`src/rtl/mem_arb_pkg.sv`:
```
// -----------------------------------------------------------------------------
// mem_arb_pkg
// Purpose : Shared types and defaults for the fetch/data memory arbiter.
//           - state_e : arbiter FSM states (IDLE, ACCESS)
//           - owner_e : which requester owns the current access
//           - ADDR_W_DEF / DATA_W_DEF : default bus widths (memory2c is 16/16)
//           - ctr_width() : wait counter width, max(1, clog2(WAIT_CYCLES+1))
// -----------------------------------------------------------------------------
package mem_arb_pkg;

    localparam int ADDR_W_DEF = 16;
    localparam int DATA_W_DEF = 16;

    typedef enum logic {
        IDLE   = 1'b0,
        ACCESS = 1'b1
    } state_e;

    typedef enum logic {
        OWN_IF = 1'b0,
        OWN_DM = 1'b1
    } owner_e;

    // A zero wait count still needs one bit so the counter port is never empty.
    function automatic int ctr_width(input int wait_cycles);
        if (wait_cycles < 1) begin
            return 1;
        end
        return $clog2(wait_cycles + 1);
    endfunction

endpackage

```
`src/rtl/mem_arb_wait_ctr.sv`:
```
// -----------------------------------------------------------------------------
// mem_arb_wait_ctr
// Purpose : Access hold counter. Loaded with WAIT_CYCLES when an access is
//           granted, decremented once per access cycle, saturates at zero.
// Ports   :
//   clk   in  clock
//   rst   in  synchronous active-low reset
//   load  in  load WAIT_CYCLES (takes priority over dec)
//   dec   in  decrement by one while non-zero
//   zero  out counter currently equals zero
// -----------------------------------------------------------------------------
module mem_arb_wait_ctr
    import mem_arb_pkg::*;
#(
    parameter int WAIT_CYCLES = 0
) (
    input  logic clk,
    input  logic rst,
    input  logic load,
    input  logic dec,
    output logic zero
);

    localparam int CW = ctr_width(WAIT_CYCLES);

    logic [CW-1:0] cnt_q;
    logic [CW-1:0] cnt_d;

    always_comb begin
        cnt_d = cnt_q;
        if (load) begin
            cnt_d = CW'(WAIT_CYCLES);
        end else if (dec && (cnt_q != '0)) begin
            cnt_d = cnt_q - CW'(1);
        end
    end

    always_ff @(posedge clk) begin
        if (!rst) begin
            cnt_q <= '0;
        end else begin
            cnt_q <= cnt_d;
        end
    end

    assign zero = (cnt_q == '0);

endmodule

```
`src/rtl/mem_arbiter.sv`:
```
// -----------------------------------------------------------------------------
// mem_arbiter
// Purpose : Shares one single-port data memory (memory2c) between instruction
//           fetch (read-only) and the memory stage (read/write). One access at a
//           time: IDLE grants a requester, ACCESS holds address/data on the
//           memory port for WAIT_CYCLES+1 cycles, then the owner's valid pulses
//           for one cycle with registered read data.
// Config  : MEM_ARB_RR_EN - when defined, simultaneous requests go to the port
//           that was not granted last; otherwise the data port always wins.
// Ports   :
//   clk, rst                          clock, synchronous active-low reset
//   if_req, if_addr                   fetch read request (held until if_valid)
//   if_rdata, if_valid, if_stall      fetch response / stall
//   dm_req, dm_wr, dm_addr, dm_wdata  data request (held until dm_valid)
//   dm_rdata, dm_valid, dm_stall      data response / stall
//   flush                             cancel pending or in-flight fetch
//   mem_addr, mem_wdata, mem_wr       to memory2c
//   mem_rdata                         from memory2c (combinational read)
// -----------------------------------------------------------------------------
module mem_arbiter
    import mem_arb_pkg::*;
#(
    parameter int ADDR_W      = ADDR_W_DEF,
    parameter int DATA_W      = DATA_W_DEF,
    parameter int WAIT_CYCLES = 0
) (
    input  logic              clk,
    input  logic              rst,
    input  logic              if_req,
    input  logic [ADDR_W-1:0] if_addr,
    output logic [DATA_W-1:0] if_rdata,
    output logic              if_valid,
    output logic              if_stall,
    input  logic              dm_req,
    input  logic              dm_wr,
    input  logic [ADDR_W-1:0] dm_addr,
    input  logic [DATA_W-1:0] dm_wdata,
    output logic [DATA_W-1:0] dm_rdata,
    output logic              dm_valid,
    output logic              dm_stall,
    input  logic              flush,
    output logic [ADDR_W-1:0] mem_addr,
    output logic [DATA_W-1:0] mem_wdata,
    output logic              mem_wr,
    input  logic [DATA_W-1:0] mem_rdata
);

    state_e            state_q,    state_d;
    owner_e            owner_q,    owner_d;
    logic [ADDR_W-1:0] addr_q,     addr_d;
    logic [DATA_W-1:0] wdata_q,    wdata_d;
    logic              wr_q,       wr_d;
    logic              cancel_q,   cancel_d;
    logic              if_valid_q, if_valid_d;
    logic              dm_valid_q, dm_valid_d;
    logic [DATA_W-1:0] if_rdata_q, if_rdata_d;
    logic [DATA_W-1:0] dm_rdata_q, dm_rdata_d;
`ifdef MEM_ARB_RR_EN
    owner_e            last_q,     last_d;
`endif

    logic ctr_load;
    logic ctr_dec;
    logic ctr_zero;

    logic if_cand;
    logic grant_dm;
    logic grant_if;

    mem_arb_wait_ctr #(
        .WAIT_CYCLES (WAIT_CYCLES)
    ) u_wait_ctr (
        .clk  (clk),
        .rst  (rst),
        .load (ctr_load),
        .dec  (ctr_dec),
        .zero (ctr_zero)
    );

    // A flush in the same cycle hides the fetch request from arbitration.
    always_comb begin
        if_cand = if_req && !flush;
`ifdef MEM_ARB_RR_EN
        if (if_cand && dm_req) begin
            grant_dm = (last_q == OWN_IF);
        end else begin
            grant_dm = dm_req;
        end
`else
        grant_dm = dm_req;
`endif
        grant_if = if_cand && !grant_dm;
    end

    always_comb begin
        state_d    = state_q;
        owner_d    = owner_q;
        addr_d     = addr_q;
        wdata_d    = wdata_q;
        wr_d       = wr_q;
        cancel_d   = cancel_q;
        if_valid_d = 1'b0;
        dm_valid_d = 1'b0;
        if_rdata_d = if_rdata_q;
        dm_rdata_d = dm_rdata_q;
        ctr_load   = 1'b0;
        ctr_dec    = 1'b0;
`ifdef MEM_ARB_RR_EN
        last_d     = last_q;
`endif

        case (state_q)
            IDLE: begin
                if (grant_dm || grant_if) begin
                    state_d  = ACCESS;
                    owner_d  = grant_dm ? OWN_DM : OWN_IF;
                    addr_d   = grant_dm ? dm_addr : if_addr;
                    wr_d     = grant_dm && dm_wr;
                    cancel_d = 1'b0;
                    ctr_load = 1'b1;
                    if (grant_dm && dm_wr) begin
                        wdata_d = dm_wdata;
                    end
`ifdef MEM_ARB_RR_EN
                    last_d   = grant_dm ? OWN_DM : OWN_IF;
`endif
                end
            end

            ACCESS: begin
                ctr_dec = 1'b1;
                // Remember a flush seen at any point of a fetch access.
                if (flush && (owner_q == OWN_IF)) begin
                    cancel_d = 1'b1;
                end
                if (ctr_zero) begin
                    state_d = IDLE;
                    wr_d    = 1'b0;
                    if (owner_q == OWN_DM) begin
                        dm_valid_d = 1'b1;
                        if (!wr_q) begin
                            dm_rdata_d = mem_rdata;
                        end
                    end else if (!(cancel_q || flush)) begin
                        if_valid_d = 1'b1;
                        if_rdata_d = mem_rdata;
                    end
                end
            end

            default: begin
                state_d = IDLE;
                wr_d    = 1'b0;
            end
        endcase
    end

    always_ff @(posedge clk) begin
        if (!rst) begin
            state_q    <= IDLE;
            owner_q    <= OWN_IF;
            addr_q     <= '0;
            wdata_q    <= '0;
            wr_q       <= 1'b0;
            cancel_q   <= 1'b0;
            if_valid_q <= 1'b0;
            dm_valid_q <= 1'b0;
            if_rdata_q <= '0;
            dm_rdata_q <= '0;
`ifdef MEM_ARB_RR_EN
            last_q     <= OWN_IF;
`endif
        end else begin
            state_q    <= state_d;
            owner_q    <= owner_d;
            addr_q     <= addr_d;
            wdata_q    <= wdata_d;
            wr_q       <= wr_d;
            cancel_q   <= cancel_d;
            if_valid_q <= if_valid_d;
            dm_valid_q <= dm_valid_d;
            if_rdata_q <= if_rdata_d;
            dm_rdata_q <= dm_rdata_d;
`ifdef MEM_ARB_RR_EN
            last_q     <= last_d;
`endif
        end
    end

    assign mem_addr  = addr_q;
    assign mem_wdata = wdata_q;
    assign mem_wr    = wr_q;
    assign if_rdata  = if_rdata_q;
    assign if_valid  = if_valid_q;
    assign dm_rdata  = dm_rdata_q;
    assign dm_valid  = dm_valid_q;
    assign if_stall  = if_req && !if_valid_q;
    assign dm_stall  = dm_req && !dm_valid_q;

endmodule

```
`config.mk`:
```
export PLATFORM = sky130hd
export DESIGN_NAME = mem_arbiter
export DESIGN_NICKNAME = d
export VERILOG_FILES = /design/src/rtl/mem_arb_pkg.sv /design/src/rtl/mem_arb_wait_ctr.sv /design/src/rtl/mem_arbiter.sv
export SDC_FILE = /design/constraint.sdc
export NUM_CORES = 1
export LEC_CHECK = 0
export CAP_MARGIN = 25
export CELL_PAD_IN_SITES_DETAIL_PLACEMENT = 1
export CELL_PAD_IN_SITES_GLOBAL_PLACEMENT = 1
export CORE_MARGIN = 4
export CORE_UTILIZATION = 31
export CTS_CLUSTER_DIAMETER = 30
export DETAILED_ROUTE_END_ITERATION = 8
export PLACE_DENSITY = 0.95
export SETUP_SLACK_MARGIN = 0.2
export SYNTH_ARGS = -nofsm -noshare
export SYNTH_HDL_FRONTEND = slang
export SYNTH_SLANG_ARGS = --single-unit
```
`constraint.sdc`:
```
create_clock -name clk -period 2.2 [get_ports clk]
set_input_delay 0.22 -clock clk [delete_from_list [all_inputs] [get_ports clk]]
set_output_delay 0.22 -clock clk [all_outputs]
set_load 0.005 [all_outputs]
```
# Yosys cells after proc, flatten, opt, wreduce, memory -nomap -nowiden
# Cells that the tools add are included.
classes:
  n_addsub: 1
  eq_ne: 3
  n_mux: 15
  bitwise: 6
  reduce_logical: 22
ops:
  columns: ["cell", "n"]
  rows:
  - ["2-to-1 mux 16 bit", 1]
  - ["2-to-1 mux 1 bit", 11]
  - ["AND reduction 4 bit", 2]
  - ["logical AND 1 bit", 7]
  - ["inverter 1 bit", 6]
  - ["one-hot mux 1 bit (2 select lines)", 3]
  - ["AND reduction 2 bit", 3]
  - ["logical NOT 1 bit", 4]
  - ["!= test 2 bit, second input constant", 2]
  - ["OR reduction 4 bit", 1]
  - ["AND reduction 3 bit", 1]
  - ["OR reduction 3 bit", 1]
  - ["logical OR 1 bit", 2]
  - ["!= test 2 x 1 -> 1 bit, second input constant", 1]
  - ["OR reduction 2 bit", 1]
  - ["subtractor 1 bit, second input constant", 1]
word_totals:
  register_bits: 71
  input_bits: 70
  out_inout_bits: 69
  word_cells: 58

# Depth between registers and ports, before layout
depth:
  ltp_word: 7
  ltp_mapped: 6
  ltp_nobuf: 3

# Modules after synthesis
# From an unflattened synthesis, not the netlist that was laid out.
unflattened:
  hier_cells: 312
  hier_area_um2: 2927.8
by_module_without_submodules:
  columns: ["mod", "instances", "cells_each", "area_each_um2", "seq_area_each_um2"]
  rows:
  - ["mem_arbiter", 1, 309, 2891.5, 1401.3]
  - ["mem_arb_wait_ctr", 1, 3, 36.3, 20.0]

# Worst setup path before layout
# Ideal clock, no wire load.
synth_path:
  path_kind: "register -> register"
  startpoint: "register state_q"
  endpoint: "register if_rdata_q[10], in the netlist if_rdata[10]"
  setup_ps: 72
  t_arrival_ps: 1103
  path_slack_ps: 1026
  path_stages_with_launch: 7
  path_buffers: 3
  synth_period_minus_slack_ps: 1174
  path_cell_list: "dfxtp_1 -> buf_6 -> nand2b_4 -> nor4_4 -> buf_6 -> buf_12 -> mux2i_1"
synth_via:
  elab_chain_cells: 1
synth_lines:
  columns: ["element", "line", "rtl"]
  rows:
  - ["from (decl)", "mem_arbiter.sv:48", "state_e state_q, state_d;"]
  - ["from (signal assigned)", "mem_arbiter.sv:174", "state_q <= state_d;"]
  - ["AND reduction 4 bit (no source line)", null, null]
  - ["to (signal assigned)", "mem_arbiter.sv:182", "if_rdata_q <= if_rdata_d;"]
  - ["to (decl)", "mem_arbiter.sv:56", "logic [DATA_W-1:0] if_rdata_q, if_rdata_d;"]
# Every way passes these cells.
# A chain may end at the register's enable or synchronous reset.

# Worst setup path in the final report
layout_path:
  startpoint: "input dm_req"
  endpoint: "output dm_stall"
layout_via:
  elab_chain_cells: 1
layout_lines:
  columns: ["element", "line", "rtl"]
  rows:
  - ["from (decl)", "mem_arbiter.sv:34", "input logic dm_req,"]
  - ["logical AND 1 bit", "mem_arbiter.sv:198", "assign dm_stall = dm_req && !dm_valid_q;"]
  - ["to (decl)", "mem_arbiter.sv:40", "output logic dm_stall,"]
# Every way passes these cells.

==> results.ini <==
[run_status]
status = completed

[synth]
synth_area_leaders = dfxtp_1, nand2_1, mux2i_1
synth_edf_count = 0
ys_ff_latch = 71
synthesis.area_um2 = 2920
synth.largest_area_cell = dfxtp_1
synth_area_per_cell_um2 = 9.33
yosysWarnings = 0
syn_inst = 313
async_flop_share_pct = 0
synth_fp_nets = 383
ys_types = 29
yosysSeqAreaShare_pct = 48.7
yosysTopAreaCellShare_pct = 48.7
yosys_most_used_dff = dfxtp_1

[clock_tree]
clkLatencyLatePin_ns = 0.33
cts_buffers = 9
cts_resized = 0
ctsHtreeMaxLevel = 3
postCtsSetupRepairBufs = 0
cts_tree = done
cts-root-buf = clkbuf_8
clkTransAtPathRegs_ns = 0.07
cts_sinks = 71
postCtsHoldBufs = 0
clock_path_buffers = 2

[sta]
max-slew-margin-rel_pct = 59.1
final_max_slew_viol_count = 0
final.setup_skew_ns = 0.0108
tns_ns = 0
hold_viol_final = 0
rsz0062_at_grt = false
worst_pin_slew_ns = 0.613
setup_viol = 0
finalCritPeriodShare_pct = 79.0
fmax_mhz = 575
fin_crit_ns = 1.74

[grt]
grt_pass1_vias = 2901
grt_usage_pct = 16.5
grt_pass1_wl_um = 14600
overflow = 0
antenna_found_initial = 0
grt_max_degree = 54

[detailed_routing]
firstDrtPassIters = 5
route.detailed.drc = 0
drt-total-wl_um = 8880
vias_per_cell = 4.71
first_iter_violations = 74
ant_nets = 0
vias = 2643
wl_per_cell_um = 15.8

[layout]
drive_above_1_share_pct = 10.0
area_growth_syn_to_layout_pct = 57.2
post-route-util_pct = 49.9
fin_area_um2 = 4590
fillers = 1066
finalNonFillerCells = 561
n_antenna_cell = 0
nNetsFinal = 516

[place]
place.gp.congestion = 0.692
port_buffers = 138
post-dp-hpwl_um = 6710
dp.cells = 546
placed_area_um2 = 4350

[setup_path]
path_max_fanout = 7
setup.worst_path.start = dm_req
reg2reg_from = state_q
cp.arrival_ns = 1.52
worst-setup-path-type = in -> out
cp.required_ns = 1.98
endpoint_kind = output port
cp-start-kind = input pin

[power_and_ir_drop]
fin_total_pwr_mw = 3.16
peakVddDrop_uv = 394
p_per_area_nw_per_um2 = 688
leakagePower_nw = 1.73

[die]
start_util_pct = 31.8
fp.dieArea_um2 = 11000
die_h_um = 105
rows = 35
die_w_um = 105
io_pins = 139
core_um2 = 9200

[worst_hold_path]
hold_class = in -> reg
worstHoldStart = dm_wdata[12]

[job]
drv_cap = 0

## routing by layer
layer | vias to the layer above | routed length, um | GRT usage (%)
met5 | - | 0 | 0
met4 | 0 | 172 | 4.97
met3 | 16 | 625 | 6.86
met2 | 93 | 4650 | 29.7
met1 | 1231 | 3430 | 17.3
li1 | 1303 | - | -
## state kept, by name, summed over array words and instances, names as in the netlist
signal and flops:
dm_rdata 16, if_rdata 16, mem_addr 16, mem_wdata 16
cancel_q 1, dm_valid 1, if_valid 1, mem_wr 1
owner_q 1, state_q 1, u_wait_ctr.cnt_q 1
## report_power, final
group	internal (mW)	switching, mW
Clock	0.780	0.484
Sequential	1.35	0.0411
Combinational	0.312	0.190
Total	2.44	0.714
## synth_stat cells, types with 3 or more instances
library cell  number
mux2i_1           32
clkbuf_1           6
mux2_2            16
o21ai_0           18
dfxtp_1           71
nor2b_1            3
a21boi_0           9
nand3_1           16
buf_2              9
nand2b_1           3
buf_6              6
nand2_1           98
a21boi_1           8
## critical path: stages
cell,delay [ns]
clkdlybuf4s50_1,0.62
nor2b_1,0.17
clkdlybuf4s50_1,0.50
## layout make-up
type	instances	area, um^2	area share (%)
well taps	111	139	3.03
flip-flops and latches	71	1420	31.0
clock buffers	10	138	3.00
repair buffers	146	1450	31.6
multi-input cells	218	1340	29.1
clock inverters	5	106	2.32
## metrics by stage
step / hold slack, ns / setup WS, ns
floorplan: 0.355 / 1.03
global placement: 0.440 / 0.407
detailed placement: 0.451 / 0.355
CTS: 0.411 / 0.436
global route: 0.420 / 0.361
finish: 0.434 / 0.462
## cells by family after synthesis
family                 Yosys count  share of synthesized area, %
AO/OA/AOI/OAI                   39                          8.35
buffers and inverters           24                          5.70
flip-flops                      71                          48.7
multiplexers                    48                          17.1
AND/OR/NAND/NOR                131                          20.1
## final timing paths
check	endpoint	slack [ns]	cells after the start
min reg2reg	mem_wdata[13]	0.46	2
max reg2reg	if_rdata[1]	0.77	4
min	mem_wdata[12]	0.43	3
max	dm_stall	0.46	3
## placed cells by master (no fill, tap or decap)
master,netlist,layout
a21boi_0,9,9
a21boi_1,8,8
a21oi_1,2,2
a31o_2,1,1
and2_1,1,1
and3_1,1,1
and3b_1,1,1
and4b_1,1,1
buf_12,1,1
buf_2,9,1
buf_4,1,7
bufinv_16,0,3
clkbuf_8,0,10
clkdlybuf4s50_1,0,137
clkinv_4,0,1
clkinvlp_4,0,1
dfxtp_1,71,71
mux2_2,16,16
mux2i_1,32,32
nand2_1,98,98
nand2b_1,3,3
nand2b_4,1,1
nand3_1,16,16
nand3b_2,1,1
nand4bb_1,1,1
nor2_1,2,2
nor2b_1,3,3
nor4_4,1,1
o21ai_0,18,18
o21bai_2,0,1
or3_1,1,1
(Power assumes the default switching activity.)
